**config.mk**
```make
export PLATFORM = sky130hd
export DESIGN_NAME = parquimetro_top_flat
export DESIGN_NICKNAME = d
export VERILOG_FILES = /design/src/rtl/parquimetro_top_if.sv /design/src/rtl/parquimetro_top.sv /design/src/flat_wrapper.sv
export SDC_FILE = /design/constraint.sdc
export NUM_CORES = 1
export LEC_CHECK = 0
export CAP_MARGIN = 20
export CELL_PAD_IN_SITES_DETAIL_PLACEMENT = 1
export CELL_PAD_IN_SITES_GLOBAL_PLACEMENT = 1
export CORE_MARGIN = 5
export CORE_UTILIZATION = 35
export DETAILED_ROUTE_END_ITERATION = 10
export PLACE_DENSITY = 0.69
export SYNTH_ARGS = -nofsm -noshare
export SYNTH_HDL_FRONTEND = slang
export SYNTH_SLANG_ARGS = --single-unit
```
**constraint.sdc**
```tcl
create_clock -name clk -period 3.35 [get_ports clk]
set_input_delay 0.5025 -clock clk [delete_from_list [all_inputs] [get_ports clk]]
set_output_delay 0.5025 -clock clk [all_outputs]
set_load 0.01 [all_outputs]
```
**src/rtl/parquimetro_top_if.sv**
```systemverilog
// Sensor/display bundle for the parking-meter counter.
//
// Signals:
//   a, b        - lane beam sensors, 1 = beam interrupted, synchronous to clk
//   count_sseg  - active-low segment drive {dp, g, f, e, d, c, b, a}; dp always off
//   an          - active-low digit anodes, an[0] = units ... an[3] = thousands
//
// Modports:
//   master - environment side: drives the sensors, observes the display
//   slave  - counter side: reads the sensors, drives the display
interface parquimetro_top_if;
  logic       a;
  logic       b;
  logic [7:0] count_sseg;
  logic [3:0] an;

  modport master (
    output a,
    output b,
    input  count_sseg,
    input  an
  );

  modport slave (
    input  a,
    input  b,
    output count_sseg,
    output an
  );
endinterface

```
**src/rtl/parquimetro_top.sv**
```systemverilog
// Decimal parking-meter counter.
//
// A sequence FSM watches the two beam sensors and recognises one complete vehicle
// passage (00 -> 10 -> 11 -> 10 -> 00, each pattern held one or more clocks). Every
// recognised passage adds one to a 4-digit BCD count (0000..9999, wrapping silently).
// The count is shown on a time-multiplexed, active-low 4-digit seven-segment display.
//
// Parameters:
//   REFRESH_BITS - width of the free-running scan counter; its top 2 bits pick the
//                  digit. Must be >= 2. With 2 the scan advances one digit per clock.
//
// Ports:
//   clk   - system clock, rising edge
//   reset - asynchronous, active-low; clears FSM, count and scan counter
//   bus   - sensors in (a, b), display out (count_sseg, an)
module parquimetro_top #(
  parameter int unsigned REFRESH_BITS = 18
) (
  input  logic                    clk,
  input  logic                    reset,
  parquimetro_top_if.slave        bus
);

  typedef enum logic [1:0] {
    StIdle,     // waiting for A to block
    StABlocked, // A blocked, B clear
    StBoth,     // both beams blocked
    StALast     // only A blocked again after both
  } state_e;

  state_e             state_q;
  logic [3:0][3:0]    digits_q;   // digits_q[0] = units
  logic [3:0][3:0]    digits_inc; // digits_q + 1 with decimal carry
  logic [REFRESH_BITS-1:0] scan_q;

  logic [1:0] ab;
  logic [1:0] sel;
  logic [3:0] shown_digit;
  logic [3:0] an_d;
  logic [7:0] sseg_d;

  assign ab = {bus.a, bus.b};

  // BCD increment: a digit rolls 9 -> 0 and passes the carry on; 9999 wraps to 0000.
  always_comb begin
    logic carry;
    carry      = 1'b1;
    digits_inc = digits_q;
    for (int i = 0; i < 4; i++) begin
      if (carry) begin
        if (digits_q[i] == 4'd9) begin
          digits_inc[i] = 4'd0;
        end else begin
          digits_inc[i] = digits_q[i] + 4'd1;
          carry         = 1'b0;
        end
      end
    end
  end

  // Passage recogniser and count register. The count moves on the same edge that
  // samples 00 in StALast, so at most one increment per clock.
  always_ff @(posedge clk or negedge reset) begin
    if (!reset) begin
      state_q  <= StIdle;
      digits_q <= '0;
    end else begin
      unique case (state_q)
        StIdle: begin
          if (ab == 2'b10) state_q <= StABlocked;
        end
        StABlocked: begin
          unique case (ab)
            2'b11:   state_q <= StBoth;
            2'b10:   state_q <= StABlocked;
            default: state_q <= StIdle;
          endcase
        end
        StBoth: begin
          unique case (ab)
            2'b10:   state_q <= StALast;
            2'b11:   state_q <= StBoth;
            default: state_q <= StIdle;
          endcase
        end
        StALast: begin
          unique case (ab)
            2'b00: begin
              state_q  <= StIdle;
              digits_q <= digits_inc;
            end
            2'b10:   state_q <= StALast;
            2'b11:   state_q <= StBoth;
            default: state_q <= StIdle; // B cleared first: wrong direction, abort
          endcase
        end
        default: state_q <= StIdle;
      endcase
    end
  end

  // Free-running display scan counter.
  always_ff @(posedge clk or negedge reset) begin
    if (!reset) begin
      scan_q <= '0;
    end else begin
      scan_q <= scan_q + REFRESH_BITS'(1);
    end
  end

  assign sel = scan_q[REFRESH_BITS-1 -: 2];

  // Digit select: decoded purely from registers, so no path from the sensors.
  always_comb begin
    an_d        = 4'b1110;
    shown_digit = digits_q[0];
    unique case (sel)
      2'd0: begin an_d = 4'b1110; shown_digit = digits_q[0]; end
      2'd1: begin an_d = 4'b1101; shown_digit = digits_q[1]; end
      2'd2: begin an_d = 4'b1011; shown_digit = digits_q[2]; end
      2'd3: begin an_d = 4'b0111; shown_digit = digits_q[3]; end
      default: begin an_d = 4'b1110; shown_digit = digits_q[0]; end
    endcase
  end

  // Seven-segment decode, active-low, dp (bit 7) held off.
  always_comb begin
    sseg_d = 8'hFF;
    case (shown_digit)
      4'd0:    sseg_d = 8'hC0;
      4'd1:    sseg_d = 8'hF9;
      4'd2:    sseg_d = 8'hA4;
      4'd3:    sseg_d = 8'hB0;
      4'd4:    sseg_d = 8'h99;
      4'd5:    sseg_d = 8'h92;
      4'd6:    sseg_d = 8'h82;
      4'd7:    sseg_d = 8'hF8;
      4'd8:    sseg_d = 8'h80;
      4'd9:    sseg_d = 8'h90;
      default: sseg_d = 8'hFF; // unreachable: digits never exceed 9
    endcase
  end

  assign bus.an         = an_d;
  assign bus.count_sseg = sseg_d;

endmodule

```
**src/flat_wrapper.sv**
```systemverilog
// flat-port wrapper written by rule: the top's interface ports become plain ports
module parquimetro_top_flat 
#(
  parameter int unsigned REFRESH_BITS = 18
)
  (clk, reset, bus_a, bus_b, bus_count_sseg, bus_an);
  parquimetro_top_if bus_i ();
  input  logic clk;
  input  logic reset;
  input wire logic [$bits(bus_i.a)-1:0] bus_a;
  input wire logic [$bits(bus_i.b)-1:0] bus_b;
  output wire logic [$bits(bus_i.count_sseg)-1:0] bus_count_sseg;
  output wire logic [$bits(bus_i.an)-1:0] bus_an;
  assign bus_i.a = bus_a;
  assign bus_i.b = bus_b;
  assign bus_count_sseg = bus_i.count_sseg;
  assign bus_an = bus_i.an;
  parquimetro_top #(.REFRESH_BITS(REFRESH_BITS)) u_core (.clk(clk), .reset(reset), .bus(bus_i));
endmodule
```
# Word-level counts from Yosys, hierarchy flattened
# Memory sizes are Yosys's and may differ from the RTL's.
# Index checks and enable logic that the tools add are counted.
word_totals:
  regBits: 36
  latch_bits: 0
  mem_bits_rw: 0
  mem_bits_ro: 112
  in_bits: 4
  out_inout_bits: 12
  elab_cells: 48
  n_memories: 1
memory_table:
  columns: ["memory", "words", "width", "rd", "rd_clocked_by_memory_dff", "write_ports", "line", "source"]
  rows:
  - ["(name not given)", 16, 7, 1, 0, 0, "parquimetro_top.sv:129", "case (shown_digit)"]
op_classes:
  add_sub_neg: 5
  n_mul: 0
  n_div: 0
  n_lt_le_gt_ge: 0
  eq_ne: 13
  shift: 0
  mux: 15
  n_bitwise: 0
  reduce_logical: 8
op_table:
  columns: ["operator", "count"]
  rows:
  - ["$pmux W4 S4", 2]
  - ["$add A18 B1 Y18 const B", 1]
  - ["$add A4 B1 Y4 const B", 4]
  - ["$eq A4 B4 Y1 const B", 4]
  - ["$mux W4", 4]
  - ["$eq A2 B2 Y1 const B", 6]
  - ["$reduce_and A3 Y1", 3]
  - ["$pmux W2 S2", 2]
  - ["$logic_not A2 Y1", 3]
  - ["$pmux W2 S3", 1]
  - ["$mux W1", 5]
  - ["$eq A2 B1 Y1 const B", 2]
  - ["$mux W2", 1]
  - ["$ne A2 B1 Y1 const B", 1]
  - ["$reduce_and A2 Y1", 1]
  - ["$reduce_or A2 Y1", 1]

# Logic depth before layout (Yosys ltp)
depth:
  ltp_word: 5
  depth_mapped: 7
  mapped_depth_nobuf: 6

# Worst setup path after synthesis
# Ideal clock, no wire load.
synth_path:
  path_type: "reg-to-output"
  from: "register u_core.scan_q[16]"
  to: "output bus_count_sseg[2]"
  arrival_time_ns: 1.704
  slack_ns: 1.143
  stages_incl_launch_ff: 8
  cell_sequence: "dfrtp_1 > buf_6 > mux4_1 > inv_1 > ha_1 > and2b_1 > nor2_1 > a21oi_1"
synth_via:
  elab_chain_cells: 3
  word_cells_on_any_way: 6
synth_lines:
  columns: ["element", "line", "source"]
  rows:
  - ["start: declaration", "parquimetro_top.sv:34", "logic [REFRESH_BITS-1:0] scan_q;"]
  - ["start signal: assignment", "parquimetro_top.sv:107", "scan_q <= scan_q + REFRESH_BITS'(1);"]
  - ["$eq A2 B2 Y1, or another cell as far along", "parquimetro_top.sv:117", "unique case (sel)"]
  - ["$pmux W4 S4 (*)", "parquimetro_top.sv:117", null]
  - ["$mem_v2 Z16 W7 (*)", null, null]
  - ["end: declaration", "flat_wrapper.sv:12", "output wire logic [$bits(bus_i.count_sseg)-1:0] bus_count_sseg;"]
# Mark *: on every way between the ends. The rest lies on a longest branch, timed or not.

# Worst setup path in the final report
layout_path:
  from: "register u_core.scan_q[16]"
  to: "output bus_count_sseg[1]"
# The elaborated chain is that of the path after synthesis.

==> summary.md <==
| Metric | Value |
|---|---|
| Highest clock rate | about 0.32 GHz |
| Peak VDD IR | roughly 230 uV |
| DR pass1 iterations | 4 |
| Net Sw Frac | 23.58% |
| # rows | 27 |
| Number of enable flip-flop cells after synthesis | 0 |
| Worst clock skew | approximately 1.9 ps |
| Leak | 0.9819 nW |
| Reg clk slew, reported paths | 70 ps |
| Setup CP Type | reg -> out |
| Initial antenna violation count | 0 |
| Max transition margin | between 50% and 60% |
| Pwr per Cell Area | between 400 and 500 nW/um^2 |
| Gr ovfl total | 0 |
| CTS tree | built |
| Initial Util | 35.35% |
| Hold buffers post-CTS | 0 |
| Syn_nets | 187 |
| Synth Area in Adders | 2.620% |
| Startpoint types | flip-flop |
| Simple-gate area share of the yosys netlist | between 20% and 30% |
| Tcrit/Tclk final | between 90 and 100% |
| Post-route antenna net violation count | 0 |
| TritonCTS Sinks | 36 |
| IO buf count | 14 |
| Total GRT Usage | 11.47% |
| Mapped Cells | 179 |
| Cell-internal power | approximately 0.7 mW |
| Worst Tran Pin Value | between 600 and 700 ps |
| Combinational family with the most area after synthesis | simple AND/OR/NAND/NOR gates |
| DRC | 0 |
| Core region area | between 5000 and 6000 um^2 |
| Sw power | 0.2213 mW |
| Post-synthesis mux area share | between 7 and 8% |
| Synth Warn # | 0 |
| CTS Buf Count | 5 |
| Status | finished, final reports clean |
| Setup TNS | 0 ps |
| Initial DRC count | 46 |
| Hold Path Class | reg -> reg |
| Vias in the first global route | roughly 1,400 |
| Routed vias | approximately 1,300 |
| Global-route wire length before repair | ~6500 um |
| Largest net degree at the start of global routing | 37 |
| Critical Path RT | about 2900 ps |
| Post-synthesis compound-gate area fraction | 6.352% |
| Clock tree buffer depth | 2 |
| Die Ht | between 80 and 90 um |
| Final WL | between 3000 and 4000 um |
| Worst Setup End Kind | output pin |
| CP Data Arrival Time | 2610 ps |
| Most used DFF post-synth | dfrtp_1 |
| Synth area leaders | dfrtp_1 (47%), xnor2_1 (7.3%), nand3_1 (3.7%) |
| Xor/xnor cell area share of the yosys netlist | 11.00% |
| Later-pin clock latency in the skew report | 290 ps |
| Yosys cell types | 43 |
| CTS Root Cell | clkbuf_8 |
| Sequential share of power | 47.9% |
| Share of cells above drive strength 1 | 11.11% |
| Clock Power Share | 40.7% |
| Commonest non-fill, non-tap cell in the layout | dfrtp_1 |
| Max Slew Vio Count | 0 |
| Wire per inst | 13.63 um |
| Register area share after synthesis | approximately 47% |
| Asr flop ratio synth | 100.0% |
| Yosys top cell by area | dfrtp_1 |
| Via-to-Cell Ratio | between 4 and 5 |
| Combinational power share | approximately 12% |
| Max Cap Violations | 0 |
| Fin util | between 40% and 50% |
| Antenna diode count | 0 |
| Die area | between 7000 and 8000 um^2 |
| Min cycle time layout | just over 3000 ps |
| Synthesized cell area | about 1900 um^2 |
| Top cell type's share of synthesized area | 47.15% |
| Synth-to-layout area growth | 16.50% |
| RSZ-0062 raised after global routing | false |
| Final hold violation count | 0 |
| Nets | between 200 and 250 |
| Die width | approximately 84 um |
| #FFs+latches synth | 36 |
| IO Pins | 16 |
| Crit Path Max Fanout | 10 |
| Placer congestion estimate | between 0.7 and 0.8 |
| Most frequent cells in the layout | dfrtp_1 (35), nand2_1 (18), xnor2_1 (16) |
| CTS HTree Levels | 2 |
| Post-DP HPWL | between 2000 and 3000 um |
| Avg Inst Size Synth | around 11 um^2 |
| Final setup vio count | 0 |
-- sequential cells by signal, indices dropped and copies added (netlist names) --
name,cells
u_core.scan_q,18
u_core.digits_q,16
u_core.state_q,2
-- cell type report --
type	count	area, um^2
clock buffers	5	68.82
clock inverters	3	42.54
fillers	611	3179
inverters	10	37.54
multi-input cells	128	929.6
flip-flops and latches	36	902.1
well taps	72	90.09
repair buffers	16	155.1
-- routing by layer --
layer  vias up  track usage, %  part of all wire, %
li1        647               -                    -
met1       661           14.69                   49
met2        21           18.22                   45
met3         5           3.060                  3.8
met4         0           4.825                  1.9
met5         -               0                    0
-- per-stage QoR --
| step | area, um^2 | setup WS, ps | cells | hold slack (ps) | total power [mW] |
|---|---|---|---|---|---|
| 2_1_floorplan | 1911 | 1143 | 179 | 206.9 | 0.5120 |
| 3_3_place_gp | 2113 | 498.9 | 262 | 458.9 | 0.5659 |
| 3_5_place_dp | 2113 | 423.1 | 262 | 476.4 | 0.5676 |
| 4_1_cts | 2225 | 84.34 | 270 | 486.0 | 0.9545 |
| 5_1_grt | 2226 | 95.99 | 270 | 499.7 | 0.9842 |
| 6_report | 2226 | 236.0 | 270 | 478.7 | 0.9386 |
-- worst paths after layout --
kind	from	depth (start not counted)	slack, ps	endpoint
setup / recovery	u_core.scan_q[16]$_DFF_PN0_	6	240	bus_count_sseg[1]
hold / removal	u_core.scan_q[0]$_DFF_PN0_	1	480	u_core.scan_q[0]$_DFF_PN0_
setup reg to reg	u_core.digits_q[1]$_DFFE_PN0P_	4	1540	u_core.digits_q[13]$_DFFE_PN0P_
hold reg to reg	u_core.scan_q[0]$_DFF_PN0_	1	480	u_core.scan_q[0]$_DFF_PN0_
max in group asynchronous	reset	2	2380	u_core.scan_q[16]$_DFF_PN0_
min in group asynchronous	reset	2	620	u_core.scan_q[2]$_DFF_PN0_
-- Yosys cell counts, types with 2 or more instances --
library cell  number
nor2_1            10
mux2_2             2
xor2_1             8
inv_1             10
mux4_2             3
mux2i_1            2
nor4_1             2
and4bb_2           2
nand2b_1           3
xnor2_1           16
a21oi_1            5
nor2b_1            5
buf_6              2
nand2_1           18
ha_1               4
dfrtp_1           36
nor3_1             2
nand4_1            5
nand3_1           14
a22o_1             2
o21ai_0            5
buf_4              2
-- kinds of logic (layout without fill, tap and decap cells) --
logic type               count (synthesis)  after routing
flip-flops                              36             36
AND/OR/NAND/NOR                         71             71
other                                    1              1
multiplexers                             9              9
XOR/XNOR                                24             24
buffers and inverters                   15             34
AO/OA/AOI/OAI                           19             19
adder cells (fa/ha/maj)                  4              4
-- timing repair --
| item | 4_1_cts | 5_1_grt |
|---|---|---|
| resized for setup | 0 | 1 |
| setup endpoints to repair | 0 | 1 |
| setup buffers | 0 | 0 |
-- power groups by stage --
stage | combinational, mW | sequential [mW] | clock (mW)
6_report | 0.108 | 0.449 | 0.382
5_1_grt | 0.120 | 0.450 | 0.414
4_1_cts | 0.110 | 0.449 | 0.395
3_5_place_dp | 0.110 | 0.458 | 0
3_3_place_gp | 0.109 | 0.457 | 0
2_1_floorplan | 0.0574 | 0.455 | 0
-- worst max-delay path, cell delays in order (launching register included) --
cell	delay (ps)
dfrtp_2	480
mux4_1	690
inv_1	130
ha_1	240
nand2b_1	150
o21ai_0	70
clkdlybuf4s50_1	560
(Power assumes the default switching activity.)
